<file path="config.mk">
export PLATFORM = sky130hd
export DESIGN_NAME = avalon_aes_host_sequencer
export DESIGN_NICKNAME = d
export VERILOG_FILES = /design/src/rtl/avalon_aes_host_sequencer.sv
export SDC_FILE = /design/constraint.sdc
export NUM_CORES = 1
export LEC_CHECK = 0
export CAP_MARGIN = 5
export CORE_UTILIZATION = 50
export DETAILED_ROUTE_END_ITERATION = 12
export PLACE_DENSITY_LB_ADDON = 0.1
export SETUP_SLACK_MARGIN = 0.3
export SLEW_MARGIN = 20
export SYNTH_ARGS = -nofsm -noshare
export SYNTH_HDL_FRONTEND = slang
export SYNTH_SLANG_ARGS = --single-unit
</file>
<file path="constraint.sdc">
create_clock -name CLK -period 4.6 [get_ports CLK]
set_input_delay 0.46 -clock CLK [delete_from_list [all_inputs] [get_ports CLK]]
set_output_delay 0.46 -clock CLK [all_outputs]
set_load 0.02 [all_outputs]
</file>
<file path="src/rtl/avalon_aes_host_sequencer.sv">
// Avalon-MM master that loads the AES slave, polls DONE, reads the plaintext and returns it on a valid/ready port.
// Latency is 16 cycles from accept to RSP_VALID with immediate DONE; the request port is held off until the response handshake.
module avalon_aes_host_sequencer #(
    parameter int POLL_GAP  = 4,
    parameter int MAX_POLLS = 4096,
    parameter int READ_WAIT = 0
) (
    input  logic         CLK,
    input  logic         RESET,
    input  logic         REQ_VALID,
    output logic         REQ_READY,
    input  logic [127:0] REQ_KEY,
    input  logic [127:0] REQ_MSG,
    output logic         RSP_VALID,
    input  logic         RSP_READY,
    output logic [127:0] RSP_DATA,
    output logic         RSP_TIMEOUT,
    output logic         AVL_READ,
    output logic         AVL_WRITE,
    output logic         AVL_CS,
    output logic [3:0]   AVL_BYTE_EN,
    output logic [3:0]   AVL_ADDR,
    output logic [31:0]  AVL_WRITEDATA,
    input  logic [31:0]  AVL_READDATA
);

    localparam int PW = $clog2(MAX_POLLS + 1);
    localparam int WW = (READ_WAIT > 0) ? $clog2(READ_WAIT + 1) : 1;
    localparam int GW = (POLL_GAP > 1) ? $clog2(POLL_GAP) : 1;
    localparam logic [PW-1:0] POLL_LIMIT = PW'(MAX_POLLS);
    localparam logic [WW-1:0] WAIT_LAST  = WW'(READ_WAIT);
    localparam logic [GW-1:0] GAP_LAST   = GW'(POLL_GAP - 1);

    typedef enum logic [3:0] {
        S_IDLE,
        S_WR_KEY,
        S_WR_MSG,
        S_WR_START,
        S_POLL,
        S_GAP,
        S_RD_DEC,
        S_WR_CLR,
        S_RESP
    } state_t;

    state_t         state, state_n;
    logic [1:0]     idx, idx_n;
    logic [WW-1:0]  wcnt, wcnt_n;
    logic [GW-1:0]  gcnt, gcnt_n;
    logic [PW-1:0]  pcnt, pcnt_n;
    logic [127:0]   key_q, msg_q, data_q, data_n, key_src;
    logic           timeout_q, timeout_n;
    logic           rd_q, rd_n, wr_q, wr_n;
    logic [3:0]     addr_q, addr_n;
    logic [31:0]    wdata_q, wdata_n;
    logic           accept;

    assign REQ_READY     = (state == S_IDLE);
    assign accept        = REQ_VALID & REQ_READY;
    assign RSP_VALID     = (state == S_RESP);
    assign RSP_DATA      = data_q;
    assign RSP_TIMEOUT   = timeout_q;
    assign AVL_READ      = rd_q;
    assign AVL_WRITE     = wr_q;
    assign AVL_CS        = rd_q | wr_q;
    assign AVL_BYTE_EN   = 4'hF;
    assign AVL_ADDR      = addr_q;
    assign AVL_WRITEDATA = wdata_q;

    always_ff @(posedge CLK) begin
        if (RESET) begin
            state     <= S_IDLE;
            idx       <= '0;
            wcnt      <= '0;
            gcnt      <= '0;
            pcnt      <= '0;
            key_q     <= '0;
            msg_q     <= '0;
            data_q    <= '0;
            timeout_q <= 1'b0;
            rd_q      <= 1'b0;
            wr_q      <= 1'b0;
            addr_q    <= '0;
            wdata_q   <= '0;
        end else begin
            state     <= state_n;
            idx       <= idx_n;
            wcnt      <= wcnt_n;
            gcnt      <= gcnt_n;
            pcnt      <= pcnt_n;
            data_q    <= data_n;
            timeout_q <= timeout_n;
            rd_q      <= rd_n;
            wr_q      <= wr_n;
            addr_q    <= addr_n;
            wdata_q   <= wdata_n;
            if (accept) begin
                key_q <= REQ_KEY;
                msg_q <= REQ_MSG;
            end
        end
    end

    always_comb begin
        state_n   = state;
        idx_n     = idx;
        wcnt_n    = wcnt;
        gcnt_n    = gcnt;
        pcnt_n    = pcnt;
        data_n    = data_q;
        timeout_n = timeout_q;

        case (state)
            S_IDLE: begin
                if (REQ_VALID) begin
                    state_n   = S_WR_KEY;
                    idx_n     = 2'd0;
                    pcnt_n    = '0;
                    timeout_n = 1'b0;
                    data_n    = '0;
                end
            end
            S_WR_KEY: begin
                idx_n = idx + 2'd1;
                if (idx == 2'd3) state_n = S_WR_MSG;
            end
            S_WR_MSG: begin
                idx_n = idx + 2'd1;
                if (idx == 2'd3) state_n = S_WR_START;
            end
            S_WR_START: begin
                state_n = S_POLL;
                wcnt_n  = '0;
            end
            S_POLL: begin
                if (wcnt != WAIT_LAST) begin
                    wcnt_n = wcnt + WW'(1);
                end else if (AVL_READDATA[0]) begin
                    state_n = S_RD_DEC;
                    idx_n   = 2'd0;
                    wcnt_n  = '0;
                end else begin
                    if (pcnt != POLL_LIMIT) pcnt_n = pcnt + PW'(1);
                    wcnt_n = '0;
                    gcnt_n = '0;
                    if (pcnt_n == POLL_LIMIT) begin
                        timeout_n = 1'b1;
                        state_n   = S_WR_CLR;
                    end else if (POLL_GAP == 0) begin
                        state_n = S_POLL;
                    end else begin
                        state_n = S_GAP;
                    end
                end
            end
            S_GAP: begin
                if (gcnt == GAP_LAST) begin
                    state_n = S_POLL;
                    wcnt_n  = '0;
                end else begin
                    gcnt_n = gcnt + GW'(1);
                end
            end
            S_RD_DEC: begin
                if (wcnt != WAIT_LAST) begin
                    wcnt_n = wcnt + WW'(1);
                end else begin
                    data_n[{idx, 5'b0} +: 32] = AVL_READDATA;
                    idx_n  = idx + 2'd1;
                    wcnt_n = '0;
                    if (idx == 2'd3) state_n = S_WR_CLR;
                end
            end
            S_WR_CLR: state_n = S_RESP;
            S_RESP: begin
                if (RSP_READY) state_n = S_IDLE;
            end
            default: state_n = S_IDLE;
        endcase

        // Strobes are decoded from the next state so they appear registered, one cycle ahead of nothing.
        rd_n    = 1'b0;
        wr_n    = 1'b0;
        addr_n  = 4'd0;
        wdata_n = 32'd0;
        key_src = (state == S_IDLE) ? REQ_KEY : key_q;
        case (state_n)
            S_WR_KEY: begin
                wr_n    = 1'b1;
                addr_n  = {2'b00, idx_n};
                wdata_n = key_src[{idx_n, 5'b0} +: 32];
            end
            S_WR_MSG: begin
                wr_n    = 1'b1;
                addr_n  = {2'b01, idx_n};
                wdata_n = msg_q[{idx_n, 5'b0} +: 32];
            end
            S_WR_START: begin
                wr_n    = 1'b1;
                addr_n  = 4'd14;
                wdata_n = 32'h8000_0000;
            end
            S_POLL: begin
                rd_n   = 1'b1;
                addr_n = 4'd15;
            end
            S_RD_DEC: begin
                rd_n   = 1'b1;
                addr_n = {2'b10, idx_n};
            end
            S_WR_CLR: begin
                wr_n   = 1'b1;
                addr_n = 4'd14;
            end
            default: ;
        endcase
    end

endmodule
</file>
==> flow_summary_export.csv, run 1 <==
group,metric,value,unit
placement,hpwl,47.1,mm
finish,final_cells,3278,
outcome,status,"complete, no violations",
timing,finalCriticalPeriod,3530,ps
synthesis,synth.avg_cell_area,7.67,sq um
clock_network,path_clk_slew,60,ps
synthesis,ys.flop_type,"dfxtp_1",
clock_network,cts.htree.levels,2,
finish,drive_gt1_frac,0.0533,
synthesis,synthTopCellsByCount,"781 x nand2_1, 444 x dfxtp_1, 278 x a21oi_1, 177 x clkbuf_1, 160 x nor2_1",
timing,whs,342,ps
global_route,grt_pass1_vias,18526,
synthesis,synth.most_common_cell,"nand2_1",
synthesis,yosysTopAreaCell,"dfxtp_1",
clock_network,cts_root_buf,"clkbuf_16",
synthesis,yosysWarnings,0,
setup_path,required,5010,ps
floorplanning,io_pins,466,
floorplanning,rows,70,
finish,areaGrowthSynthToFinish,33.4,%
floorplanning,die_y,195,microns
timing,setup_ws,1070,ps
pwr,p_int,6.84,mW
setup_path,startpoint_type,"register",
timing,rsz0062_at_grt,"no",
synthesis,synth.ff_latch_count,444,
routing,vias,19259,
synthesis,ys_types,59,
pwr,pwr-share-clk,0.425,
routing,drc_errors,0,
timing,hold_violations,0,
placement,dp.cells,3178,
global_route,grt_pass1_wl,105,mm
setup_path,cp_max_fo,33,
synthesis,yosysTopAreaCellShare,0.475,
floorplanning,initial_core_util,0.510,
pwr,sequentialPowerShare,0.446,
synthesis,netlist_instances,2441,
setup_path,reg2regPathDepth,8,
routing,wl,69.9,mm
finish,fillers,3038,
placement,dpl_worst_slack,953,ps
pwr,switchingPower,2.38,mW
pwr,switching_share,0.258,
floorplanning,die_area,38200,sq um
synthesis,async_reset_ff_frac,0,
timing,fin_setup_tns,0,ps
placement,io_buffers,461,
clock_network,cts_tree,"yes",
floorplanning,die_w,195,microns
clock_network,cts.sinks,444,
timing,setup_viol,0,
timing,worstMarginPinSlew,1100,ps
global_route,grt_overflow,0,
finish,fin_nets,3058,
global_route,grt_usage,0.353,
global_route,grt_max_degree,210,
min_path,holdPathStages,2,
synthesis,synth_edf_count,0,
clock_network,cts_buffers,47,
clock_network,clk_latency,580,ps
clock_network,post_cts.repair.setup_buffers,0,
routing,dr.pass1.iters,8,
timing,slew_viol_final,0,
placement,gp_congestion,0.977,
floorplanning,core_area,36700,sq um
pwr,p_leak,9.27,nW
routing,wl_per_cell,21.3,microns
setup_path,worstPathArrival,3940,ps
clock_network,post_cts_resize_count,0,
setup_path,cp-end-kind,"register",
synthesis,mappedNetlistArea,18700,sq um
global_route,antenna_found_initial,17,
synthesis,ys_top_cells_by_area,"dfxtp_1 47%, nand2_1 16%, a21oi_1 7.4%",
timing,max_freq,0.283,GHz
min_path,hp-class,"input pin to register",
routing,initialDrtViolationCount,1965,
pwr,powerDensity,369,nW/um^2
clock_network,clockBufferDepth,3,
routing,antenna_left,0,
timing,skew,29.7,ps
run,maxCapViolCount,0,
pwr,peakVddDrop,0.000289,V
timing,slew_headroom,0.269,
setup_path,critPathKind,"register to register",
clock_network,ctsHoldBuffers,0,
pwr,p_comb_frac,0.129,
timing,fin_crit_sh,0.767,
routing,viasPerCell,5.88,
synthesis,yosysSeqAreaShare,0.475,
==> sequential cells by signal, summed over array words and instances, names as in the netlist <==
| name | count |
|---|---|
| idx | 2 |
| AVL_READ | 1 |
| AVL_ADDR | 4 |
| AVL_WRITEDATA | 32 |
| AVL_WRITE | 1 |
| RSP_TIMEOUT | 1 |
| state | 4 |
| gcnt | 2 |
| pcnt | 13 |
| key_q | 128 |
| msg_q | 128 |
| RSP_DATA | 128 |
==> cells in the final DEF (no fill, tap or decap), types with 9 or more instances in the layout <==
master and n:
nand2_1 780, clkdlybuf4s50_1 460, dfxtp_1 444, a21oi_1 274, nor2_1 159, a22oi_1 131
o211ai_1 127, nand3_1 112, clkbuf_16 49, a41oi_1 31, buf_4 23, diode_2 15
nand3_2 14, o21ai_0 13, clkbuf_1 11, clkbuf_8 10, mux2i_1 9
==> critical path, stage by stage, from the launching register on <==
cell      delay [ps]
dfxtp_1          530
ha_1             320
nand4_1          210
o31ai_1          530
a41oi_2          240
or3b_4           640
buf_4            330
o211ai_1         380
a41oi_1          160
==> path summary, 6_finish.rpt <==
path	start	end	slack, ps
max	pcnt[0]	AVL_WRITEDATA[27]	1070
min	RESET	RSP_DATA[96]	340
max reg2reg	pcnt[0]	AVL_WRITEDATA[27]	1070
min reg2reg	key_q[127]	key_q[127]	450
==> cell type report <==
class                   instances  area (sq um)  area share
inverters                       9          36.3     0.00145
flip-flops and latches        444          8890       0.356
multi-input cells            1766          8890       0.356
clock inverters                15           189     0.00757
well taps                     468           586      0.0235
diodes                         15          37.5     0.00150
repair buffers                491          4930       0.198
clock buffers                  70          1410      0.0563
==> cells by family (layout without fill, tap and decap cells) <==
family          Yosys count  count (layout)  share of synthesized area
simple gates           1132            1132                      0.250
flops                   444             444                      0.475
xor+xnor                  3               3                    0.00140
mux                      11              11                    0.00602
buf+inv                 234             585                     0.0537
fa+ha+maj                 7               7                    0.00468
other cells               1              19                   0.000200
compound gates          609             609                      0.209
==> stage by stage <==
stage	util	cell area [sq um]	power [mW]
floorplan	-	18700	4.76
global placement	0.636	23300	5.35
detailed placement	0.636	23300	5.36
CTS	0.679	24900	9.24
global route	0.680	25000	9.51
finish	0.680	25000	9.22
==> routing by layer <==
layer | up-vias | GRT usage | wire [microns]
li1 | 9004 | - | -
met1 | 9113 | 0.409 | 25900
met2 | 956 | 0.589 | 33400
met3 | 180 | 0.0858 | 6750
met4 | 6 | 0.214 | 3790
met5 | - | 0 | 22
==> power groups by stage <==
stage          Sequential [mW]  Clock (mW)  Combinational [mW]
6_report                  4.11        3.92                1.19
5_1_grt                   4.12        4.11                1.28
2_1_floorplan             4.18           0               0.580
4_1_cts                   4.11        3.95                1.18
3_3_place_gp              4.19           0                1.16
3_5_place_dp              4.19           0                1.17
Note: power is estimated with default switching activity, not from simulation.
==> run 2: changes to the inputs <==
--- a/config.mk
+++ b/config.mk
@@ -6,7 +6,7 @@
 export NUM_CORES = 1
 export LEC_CHECK = 0
 export CAP_MARGIN = 5
-export CORE_UTILIZATION = 50
+export CORE_UTILIZATION = 45
 export DETAILED_ROUTE_END_ITERATION = 12
 export PLACE_DENSITY_LB_ADDON = 0.1
 export SETUP_SLACK_MARGIN = 0.3
==> constraint.sdc (replaced) <==
create_clock -name CLK -period 3.2 [get_ports CLK]
set_input_delay 0.32 -clock CLK [delete_from_list [all_inputs] [get_ports CLK]]
set_output_delay 0.32 -clock CLK [all_outputs]
set_load 0.02 [all_outputs]
==> run 2 against run 1 <==
Net effect: clock skew decreased by 8.2 ps; via count increased by 0.57%; global-route usage decreased by 2.7 points; wire length increased by 4.3%; hold slack got worse by 110 ps; maximum frequency increased by 22%; final cell count increased by 3.9%; sequential power increased by 43%; critical path depth increased by 2; combinational power increased by 50%; clock power increased by 43%; sequential cell count unchanged; critical endpoint is now AVL_WRITEDATA[23]; largest cell class unchanged.
==> flow_summary_export.csv, run 2 (synthesis gave the netlist of run 1 again) <==
group,metric,value,unit
timing,setup_viol,0,
pwr,p_leak,9.76,nW
global_route,grt_max_degree,255,
setup_path,cp-end-kind,"register",
global_route,grt_usage,0.326,
setup_path,r2r_slack,320,ps
placement,dp.cells,3278,
timing,max_freq,0.347,GHz
setup_path,critPathKind,"register to register",
setup_path,crit_end,"AVL_WRITEDATA[23]",
timing,finalCriticalPeriod,2880,ps
setup_path,crit_path_max_incr_delay,550,ps
placement,gp_congestion,0.928,
finish,multi_input_area,9080,sq um
clock_network,cts_buffers,48,
placement,dpl_worst_slack,146,ps
setup_path,startpoint,"pcnt[0]",
finish,seqCellArea,8920,sq um
routing,vias,19369,
setup_path,cp_cell_sequence,"inv_4 -> ha_4 -> or4_4 -> a21oi_4 -> a41oi_4 -> or3b_4 -> buf_12 -> buf_16 -> o211ai_1 -> a41oi_1",
setup_path,cp_max_fo,6,
global_route,grt_pass1_wl,107,mm
routing,initialDrtViolationCount,1681,
outcome,status,"complete, no violations",
setup_path,r2r-end,"AVL_WRITEDATA[23]",
timing,hold_violations,0,
routing,viasPerCell,5.69,
timing,rsz0062_at_grt,"yes",
timing,skew,21.5,ps
clock_network,cts.htree.levels,2,
min_path,hp-class,"input pin to register",
setup_path,required,3640,ps
clock_network,cts.sinks,444,
run,maxCapViolCount,0,
finish,drive_gt1_frac,0.0845,
finish,fillers,3577,
clock_network,ctsHoldBuffers,0,
routing,wl_per_cell,21.4,microns
timing,setup_ws,318,ps
setup_path,rr_startpoint,"pcnt[0]",
finish,areaGrowthSynthToFinish,39.4,%
pwr,peakVddDrop,0.000418,V
floorplanning,die_y,206,microns
floorplanning,initial_core_util,0.457,
clock_network,path_clk_slew,60,ps
finish,layout_common_cells,"779 x nand2_1, 459 x clkdlybuf4s50_1, 430 x dfxtp_1",
routing,drc_errors,0,
clock_network,cts_tree,"yes",
setup_path,startpoint_type,"register",
timing,fin_crit_sh,0.901,
finish,fin_util,0.638,
floorplanning,io_pins,466,
timing,worstMarginPinSlew,1120,ps
placement,hpwl,48.0,mm
timing,slew_viol_final,0,
finish,layout_commonest_cell,"nand2_1",
routing,antenna_left,0,
floorplanning,die_area,42400,sq um
setup_path,worstPathArrival,3320,ps
routing,dr.pass1.iters,6,
floorplanning,die_w,206,microns
clock_network,clk_latency,590,ps
timing,slew_headroom,0.251,
finish,fin_nets,3120,
floorplanning,core_area,40900,sq um
global_route,antenna_found_initial,26,
timing,fin_setup_tns,0,ps
clock_network,clockBufferDepth,3,
finish,final_cells,3405,
clock_network,cts_root_buf,"clkbuf_16",
global_route,grt_pass1_vias,18448,
placement,io_buffers,461,
pwr,powerDensity,510,nW/um^2
floorplanning,rows,74,
global_route,grt_overflow,0,
setup_path,reg2regPathDepth,10,
routing,wl,72.9,mm
setup_path,cp_slowest_cell,"or3b_4",
==> run 2: cell type report <==
class	count	share of cell area
Antenna cell	21	0.00201
Clock buffer	70	0.0550
Clock inverter	11	0.00527
Inverter	9	0.00158
Multi-Input combinational cell	1767	0.348
Sequential cell	444	0.342
Tap cell	532	0.0255
Timing Repair Buffer	551	0.221
==> run 2: stage by stage <==
step | instance area (sq um) | hold slack (ps) | power, mW
2_1_floorplan | 18700 | 433 | 6.85
3_3_place_gp | 23800 | 442 | 7.74
6_report | 26100 | 235 | 13.3
4_1_cts | 25600 | 251 | 13.3
3_5_place_dp | 23800 | 446 | 7.76
5_1_grt | 26100 | 287 | 13.8
==> run 2: worst max-delay path, delay by kind of cell, from the launching register on <==
family	cells	cell delay, ps
adder cells (fa/ha/maj)	1	230
AO/OA/AOI/OAI	4	810
flip-flops	1	380
buffers and inverters	3	340
AND/OR/NAND/NOR	2	980
==> run 2: how the worst min path moves through the flow <==
stage / from / end / slack, ps / depth (start not counted)
after global placement: msg_q[40] / msg_q[40] / 440 / 2
final: RESET / RSP_DATA[91] / 240 / 2
after detailed placement: msg_q[120] / msg_q[120] / 450 / 2
after global routing: REQ_MSG[94] / msg_q[94] / 290 / 3
after floorplan: msg_q[31] / msg_q[31] / 430 / 2
after CTS: REQ_MSG[94] / msg_q[94] / 250 / 3
==> run 2: what timing repair did <==
item	CTS	global route
gates resized for setup	16	51
endpoints found under the setup margin	33	33
pin swaps	7	19
gates cloned	5	5
setup buffers	2	12
==> run 2: where the power goes <==
part / internal, mW / total [mW] / switching [mW]
registers: 5.76 / 5.89 / 0.133
clock network: 3.32 / 5.62 / 2.29
logic: 0.775 / 1.79 / 1.01
==> run 2: routing by layer <==
| metal | vias to the layer above | track usage | wire length (microns) |
|---|---|---|---|
| met4 | 14 | 0.178 | 3850 |
| met2 | 858 | 0.535 | 34400 |
| li1 | 9134 | - | - |
| met1 | 9173 | 0.396 | 28400 |
| met3 | 190 | 0.0732 | 6190 |
| met5 | - | 0 | 98 |
